## src/rtl/rv32i_csr_file.sv

```systemverilog
// Machine-mode CSR file: trap state, mtvec/mscratch, 64-bit mcycle/minstret with RO shadows.
// Counters are built only when RV32I_CSR_COUNTERS_EN is defined.
module rv32i_csr_file #(
  parameter logic [31:0] MISA_VALUE  = 32'h4000_0100,
  parameter logic [31:0] MTVEC_RESET = 32'h0000_0000,
  parameter logic [31:0] MHARTID     = 32'h0000_0000
) (
  input  logic        clk,
  input  logic        rst,
  input  logic        csr_we,
  input  logic [11:0] csr_waddr,
  input  logic [31:0] csr_wdata,
  input  logic [11:0] csr_raddr,
  output logic [31:0] csr_rdata,
  output logic        csr_illegal,
  input  logic        instret_inc,
  input  logic        trap_valid,
  input  logic [31:0] trap_pc,
  input  logic [31:0] trap_cause,
  input  logic        mret,
  output logic [31:0] trap_vector,
  output logic [31:0] mepc_out,
  output logic        mstatus_mie
);

  localparam logic [11:0] A_MSTATUS  = 12'h300;
  localparam logic [11:0] A_MISA     = 12'h301;
  localparam logic [11:0] A_MIE      = 12'h304;
  localparam logic [11:0] A_MTVEC    = 12'h305;
  localparam logic [11:0] A_MSCRATCH = 12'h340;
  localparam logic [11:0] A_MEPC     = 12'h341;
  localparam logic [11:0] A_MCAUSE   = 12'h342;
  localparam logic [11:0] A_MHARTID  = 12'hF14;
  localparam logic [11:0] A_MCYC_LO  = 12'hB00;
  localparam logic [11:0] A_MCYC_HI  = 12'hB80;
  localparam logic [11:0] A_MINS_LO  = 12'hB02;
  localparam logic [11:0] A_MINS_HI  = 12'hB82;
  localparam logic [11:0] A_CYC_LO   = 12'hC00;
  localparam logic [11:0] A_CYC_HI   = 12'hC80;
  localparam logic [11:0] A_INS_LO   = 12'hC02;
  localparam logic [11:0] A_INS_HI   = 12'hC82;

  logic        mst_mie, mst_mpie;
  logic [31:0] mie_r, mtvec_r, mscratch_r, mepc_r, mcause_r;

  // Read-back image of mstatus: MPP hard-wired to M-mode (bits 12:11).
  function automatic logic [31:0] mstatus_view(input logic mpie, input logic mie);
    return {19'b0, 2'b11, 3'b0, mpie, 3'b0, mie, 3'b0};
  endfunction

  function automatic logic is_writable(input logic [11:0] addr);
    logic w;
    w = 1'b0;
    case (addr)
      A_MSTATUS, A_MIE, A_MTVEC, A_MSCRATCH, A_MEPC, A_MCAUSE: w = 1'b1;
`ifdef RV32I_CSR_COUNTERS_EN
      A_MCYC_LO, A_MCYC_HI, A_MINS_LO, A_MINS_HI: w = 1'b1;
`endif
      default: w = 1'b0;
    endcase
    return w;
  endfunction

  // Value a write would leave visible at addr (used for the bypass path).
  function automatic logic [31:0] write_view(input logic [11:0] addr, input logic [31:0] wdata);
    logic [31:0] v;
    v = wdata;
    case (addr)
      A_MSTATUS:      v = mstatus_view(wdata[7], wdata[3]);
      A_MTVEC, A_MEPC: v = {wdata[31:2], 2'b00};
      default:        v = wdata;
    endcase
    return v;
  endfunction

`ifdef RV32I_CSR_COUNTERS_EN
  logic [63:0] mcycle_r, minstret_r;

  // A write to either half replaces the increment for the whole counter.
  always_ff @(posedge clk) begin
    if (rst) begin
      mcycle_r   <= 64'd0;
      minstret_r <= 64'd0;
    end else begin
      if (csr_we && csr_waddr == A_MCYC_LO)      mcycle_r[31:0]  <= csr_wdata;
      else if (csr_we && csr_waddr == A_MCYC_HI) mcycle_r[63:32] <= csr_wdata;
      else                                       mcycle_r        <= mcycle_r + 64'd1;
      if (csr_we && csr_waddr == A_MINS_LO)      minstret_r[31:0]  <= csr_wdata;
      else if (csr_we && csr_waddr == A_MINS_HI) minstret_r[63:32] <= csr_wdata;
      else                                       minstret_r        <= minstret_r + {63'd0, instret_inc};
    end
  end
`else
  logic unused_instret;
  assign unused_instret = instret_inc;
`endif

  always_ff @(posedge clk) begin
    if (rst) begin
      mst_mie    <= 1'b0;
      mst_mpie   <= 1'b0;
      mie_r      <= 32'd0;
      mtvec_r    <= {MTVEC_RESET[31:2], 2'b00};
      mscratch_r <= 32'd0;
      mepc_r     <= 32'd0;
      mcause_r   <= 32'd0;
    end else begin
      if (trap_valid) begin
        mst_mpie <= mst_mie;
        mst_mie  <= 1'b0;
      end else if (mret) begin
        mst_mie  <= mst_mpie;
        mst_mpie <= 1'b1;
      end else if (csr_we && csr_waddr == A_MSTATUS) begin
        mst_mie  <= csr_wdata[3];
        mst_mpie <= csr_wdata[7];
      end
      if (trap_valid)                           mepc_r <= {trap_pc[31:2], 2'b00};
      else if (csr_we && csr_waddr == A_MEPC)   mepc_r <= {csr_wdata[31:2], 2'b00};
      if (trap_valid)                           mcause_r <= trap_cause;
      else if (csr_we && csr_waddr == A_MCAUSE) mcause_r <= csr_wdata;
      if (csr_we && csr_waddr == A_MIE)      mie_r      <= csr_wdata;
      if (csr_we && csr_waddr == A_MTVEC)    mtvec_r    <= {csr_wdata[31:2], 2'b00};
      if (csr_we && csr_waddr == A_MSCRATCH) mscratch_r <= csr_wdata;
    end
  end

  always_comb begin
    csr_rdata   = 32'd0;
    csr_illegal = 1'b0;
    case (csr_raddr)
      A_MSTATUS:  csr_rdata = mstatus_view(mst_mpie, mst_mie);
      A_MISA:     csr_rdata = MISA_VALUE;
      A_MIE:      csr_rdata = mie_r;
      A_MTVEC:    csr_rdata = mtvec_r;
      A_MSCRATCH: csr_rdata = mscratch_r;
      A_MEPC:     csr_rdata = mepc_r;
      A_MCAUSE:   csr_rdata = mcause_r;
      A_MHARTID:  csr_rdata = MHARTID;
`ifdef RV32I_CSR_COUNTERS_EN
      A_MCYC_LO, A_CYC_LO: csr_rdata = mcycle_r[31:0];
      A_MCYC_HI, A_CYC_HI: csr_rdata = mcycle_r[63:32];
      A_MINS_LO, A_INS_LO: csr_rdata = minstret_r[31:0];
      A_MINS_HI, A_INS_HI: csr_rdata = minstret_r[63:32];
`endif
      default:    csr_illegal = 1'b1;
    endcase
    if (csr_we && csr_waddr == csr_raddr && is_writable(csr_raddr))
      csr_rdata = write_view(csr_raddr, csr_wdata);
  end

  assign trap_vector = {mtvec_r[31:2], 2'b00};
  assign mepc_out    = mepc_r;
  assign mstatus_mie = mst_mie;

endmodule
```

## config.mk

```make
export PLATFORM = sky130hd
export DESIGN_NAME = rv32i_csr_file
export DESIGN_NICKNAME = d
export VERILOG_FILES = /design/src/rtl/rv32i_csr_file.sv
export SDC_FILE = /design/constraint.sdc
export NUM_CORES = 1
export LEC_CHECK = 0
export BUFFER_PORTS_ARGS = -buffer_cell sky130_fd_sc_hd__buf_4
export CAP_MARGIN = 20
export CELL_PAD_IN_SITES_DETAIL_PLACEMENT = 0
export CELL_PAD_IN_SITES_GLOBAL_PLACEMENT = 1
export CORE_AREA = 2 2 143 145
export DETAILED_ROUTE_END_ITERATION = 12
export DIE_AREA = 0 0 145 147
export GPL_TIMING_DRIVEN = 0
export HOLD_SLACK_MARGIN = 0.02
export PLACE_DENSITY_LB_ADDON = 0.1
export SETUP_SLACK_MARGIN = 0.3
export SYNTH_ARGS = -nofsm -noshare
export SYNTH_HDL_FRONTEND = slang
export SYNTH_SLANG_ARGS = --single-unit
```

## constraint.sdc

```tcl
create_clock -name clk -period 3.2 [get_ports clk]
set_clock_uncertainty 0.15 [all_clocks]
set_input_delay 0.32 -clock clk [delete_from_list [all_inputs] [get_ports clk]]
set_output_delay 0.32 -clock clk [all_outputs]
set_load 0.05 [all_outputs]
```

==> results.ini <==
[yosys]
yosysSeqAreaShare_pct = 38.07
ys_ff_latch = 158
netlist_instances = 918
syn_area_um2 = 8309
yosys.area.top_type_share_pct = 38.07
ys_warn_count = 0
yosys-top-cells-area = dfxtp_1 (38%), mux2i_1 (19%), mux2_2 (8.5%), nor2_1 (7.1%), nand2_1 (5.0%)
yosys.area.top_type = dfxtp_1
ys_types = 51
syn_area_per_cell_um2 = 9.051

[global_route]
antenna_found_initial = 1
grt_pass1_vias = 7803
grt_pass1_wl_mm = 45.80
grt_remaining_overflow = 0
globalRouteTotalUtil_pct = 28.09
grt_start_max_net_pins = 17

[detailed_routing]
drcViolationCount = 0
drtIter0Drc = 558
drtPass1Iterations = 6
post_drt_via_cell_ratio = 5.295
finalWirelength_mm = 30.34
vias = 8048
postRouteAntennaNets = 0
wl_per_cell_um = 19.96

[sta]
rsz0062_at_grt = true
whs_ps = 24.58
fin_crit_sh_pct = 88.47
finalWorstSetupSlack_ps = 368.9
worst_pin_slew_ps = 1080
setup_viol = 0
hold_viol = 0
slew-limit-headroom_pct = 28.01
fmax_ghz = 0.3532
drv_slew = 0
period_needed_ps = 2831

[layout]
finalNetCount = 1362
fin_cells = 1520
drive_above_1_share_pct = 30.26
design_area_um2 = 11710
syn_to_final_growth_pct = 40.94

[place]
dpl_worst_slack_ps = -149.5
dpl.cell_count = 1402
dp_hpwl_mm = 20.84
place_area_um2 = 10240
port_buffers = 210
gp_congestion = 0.8369

[floorplanning]
num_io_pins = 224
num_rows = 52
start_util_pct = 41.87
core_um2 = 19840
die-area_um2 = 21320
dieWidth_um = 145
die_h_um = 147

[setup_path]
path_buf_inv = 5
path_cells = buf_4 -> buf_6 -> or4b_2 -> clkbuf_2 -> clkbuf_2 -> nor2_1 -> a221oi_1 -> a21oi_1 -> a22o_1 -> buf_4
crit_arrival_ps = 2360
path_max_fanout = 10
worstSetupPathType = primary input to output port
cp.required_ps = 2730
worstSetupEndpointType = output port
start_kind = primary input
cp_slowest_stage_delay_ps = 600
crit_family = buffers and inverters
cp_slowest_cell = or4b_2

[pwr]
max-vdd-ir-drop_v = 0.0003728
powerDensity_nw_per_um2 = 409.4
power.leakage_nw = 4.974

[cts]
ctsLongestPathBuffers = 2
clk_pin_slew_worst_paths_ps = 70
clock_latency_ps = 430
clockRootBuffer = clkbuf_16
cts_buffers = 17
htree_levels = 4
cts_tree = done
clock_sinks = 158

[status]
outcome = complete, no violations

[min_path]
min_path_type = primary input to flop

[job]
cap_viol_max_count = 0

[cells in the final DEF (no fill, tap or decap), drive strengths merged, types with 2 or more instances in the layout]
cell type      n
clkbuf        65
xnor2         12
buf          261
nor3           6
or4b           2
o2bb2ai        2
o22ai          4
dfxtp        158
a21oi         49
nor2         158
nor2b          3
conb           4
nand2        110
inv           12
or4            2
nand2b         4
o32ai          2
o21ai          4
a221oi        26
clkinv         2
nor4bb         2
a221o          3
and2           3
mux2          64
a22o          28
dlygate4sd3   68
nand3          6
nor4           7
mux2i        160
nand4          6
or3            3
[synth_stat cells, drive strengths merged]
library cell and n:
a211oi 1, a21oi 49, a221o 3, a221oi 26
a22o 28, a22oi 1, a32o 1, and2 3
and4bb 1, buf 35, clkbuf 44, conb 1
dfxtp 158, inv 3, mux2 64, mux2i 160
nand2 110, nand2b 4, nand3 6, nand4 6
nand4bb 1, nor2 158, nor2b 3, nor3 6
nor3b 1, nor4 7, nor4b 1, nor4bb 2
o21ai 4, o21bai 1, o22ai 4, o2bb2ai 2
o31ai 1, o32ai 2, or2 1, or3 3
or4 2, or4b 2, xnor2 12, xor2 1
[per-layer routing]
metal  track usage, %  routed length (um)  vias up
met3            5.466                1869       38
li1                 -                   -     3870
met5                0                   0        -
met4            8.911                 677        0
met2            46.21               14220      291
met1            37.35               13570     3849
[what timing repair did]
item / in CTS / in global routing
gates resized for setup: 10 / 26
hold buffers: 67 / 1
endpoints found under the hold margin: 70 / 1
pin swaps: 6 / 2
setup endpoints to repair: 30 / 31
setup buffers: 17 / 0
[power breakdown]
group	internal, mW	total (mW)	switching, mW	leakage, nW
Clock	1.15	2.07	0.920	0.292
Sequential	2.01	2.05	0.0331	1.29
Combinational	0.316	0.680	0.365	3.40
Total	3.48	4.79	1.32	4.97
[layout make-up]
cell class | count | area [um^2]
inverter | 3 | 11.26
clock buffer | 19 | 452.9
tap | 270 | 337.8
clock inverter | 13 | 141.4
multi-input combinational | 681 | 4778
fill | 1861 | 8133
buffer | 79 | 426.7
sequential | 158 | 3163
timing repair buffer | 296 | 2397
antenna | 1 | 2.502
[worst min-delay path: stages]
cell     delay (ps)
buf_4           110
mux2i_1          70
nor2_1           70
[path summary, 6_finish.rpt]
path	from	to	slack, ps	depth (start not counted)
max	csr_raddr[6]	csr_rdata[29]	370	10
min	csr_wdata[2]	mtvec_r[2]	20	3
max reg2reg	mstatus_mie	mstatus_mie	2070	3
min reg2reg	mscratch_r[27]	mscratch_r[27]	300	2
[logic make-up (layout without fill, tap and decap cells)]
kind of cell / after synthesis / count (layout) / share of synthesized area, %
simple gates: 317 / 317 / 17.02
mux: 224 / 224 / 27.99
flops: 158 / 158 / 38.07
compound gates: 123 / 123 / 10.68
buf+inv: 82 / 410 / 4.834
xor+xnor: 13 / 13 / 1.370
other cells: 1 / 5 / 0.04513
[registers in the layout (all words and copies together), names as in the netlist]
register	flops
mcause_r	32
mepc_out	30
mst_mpie	1
mscratch_r	32
mie_r	32
mtvec_r	30
mstatus_mie	1
[stage by stage]
step / total power [mW] / utilization (%) / TNS, ps
finish: 4.794 / 59.02 / 0
global placement: 2.691 / 51.58 / -1798
detailed placement: 2.696 / 51.60 / -1876
CTS: 4.807 / 58.76 / 0
global route: 4.947 / 59.00 / 0
floorplan: 2.417 / - / 0
Power figures use the tool's default switching activity.
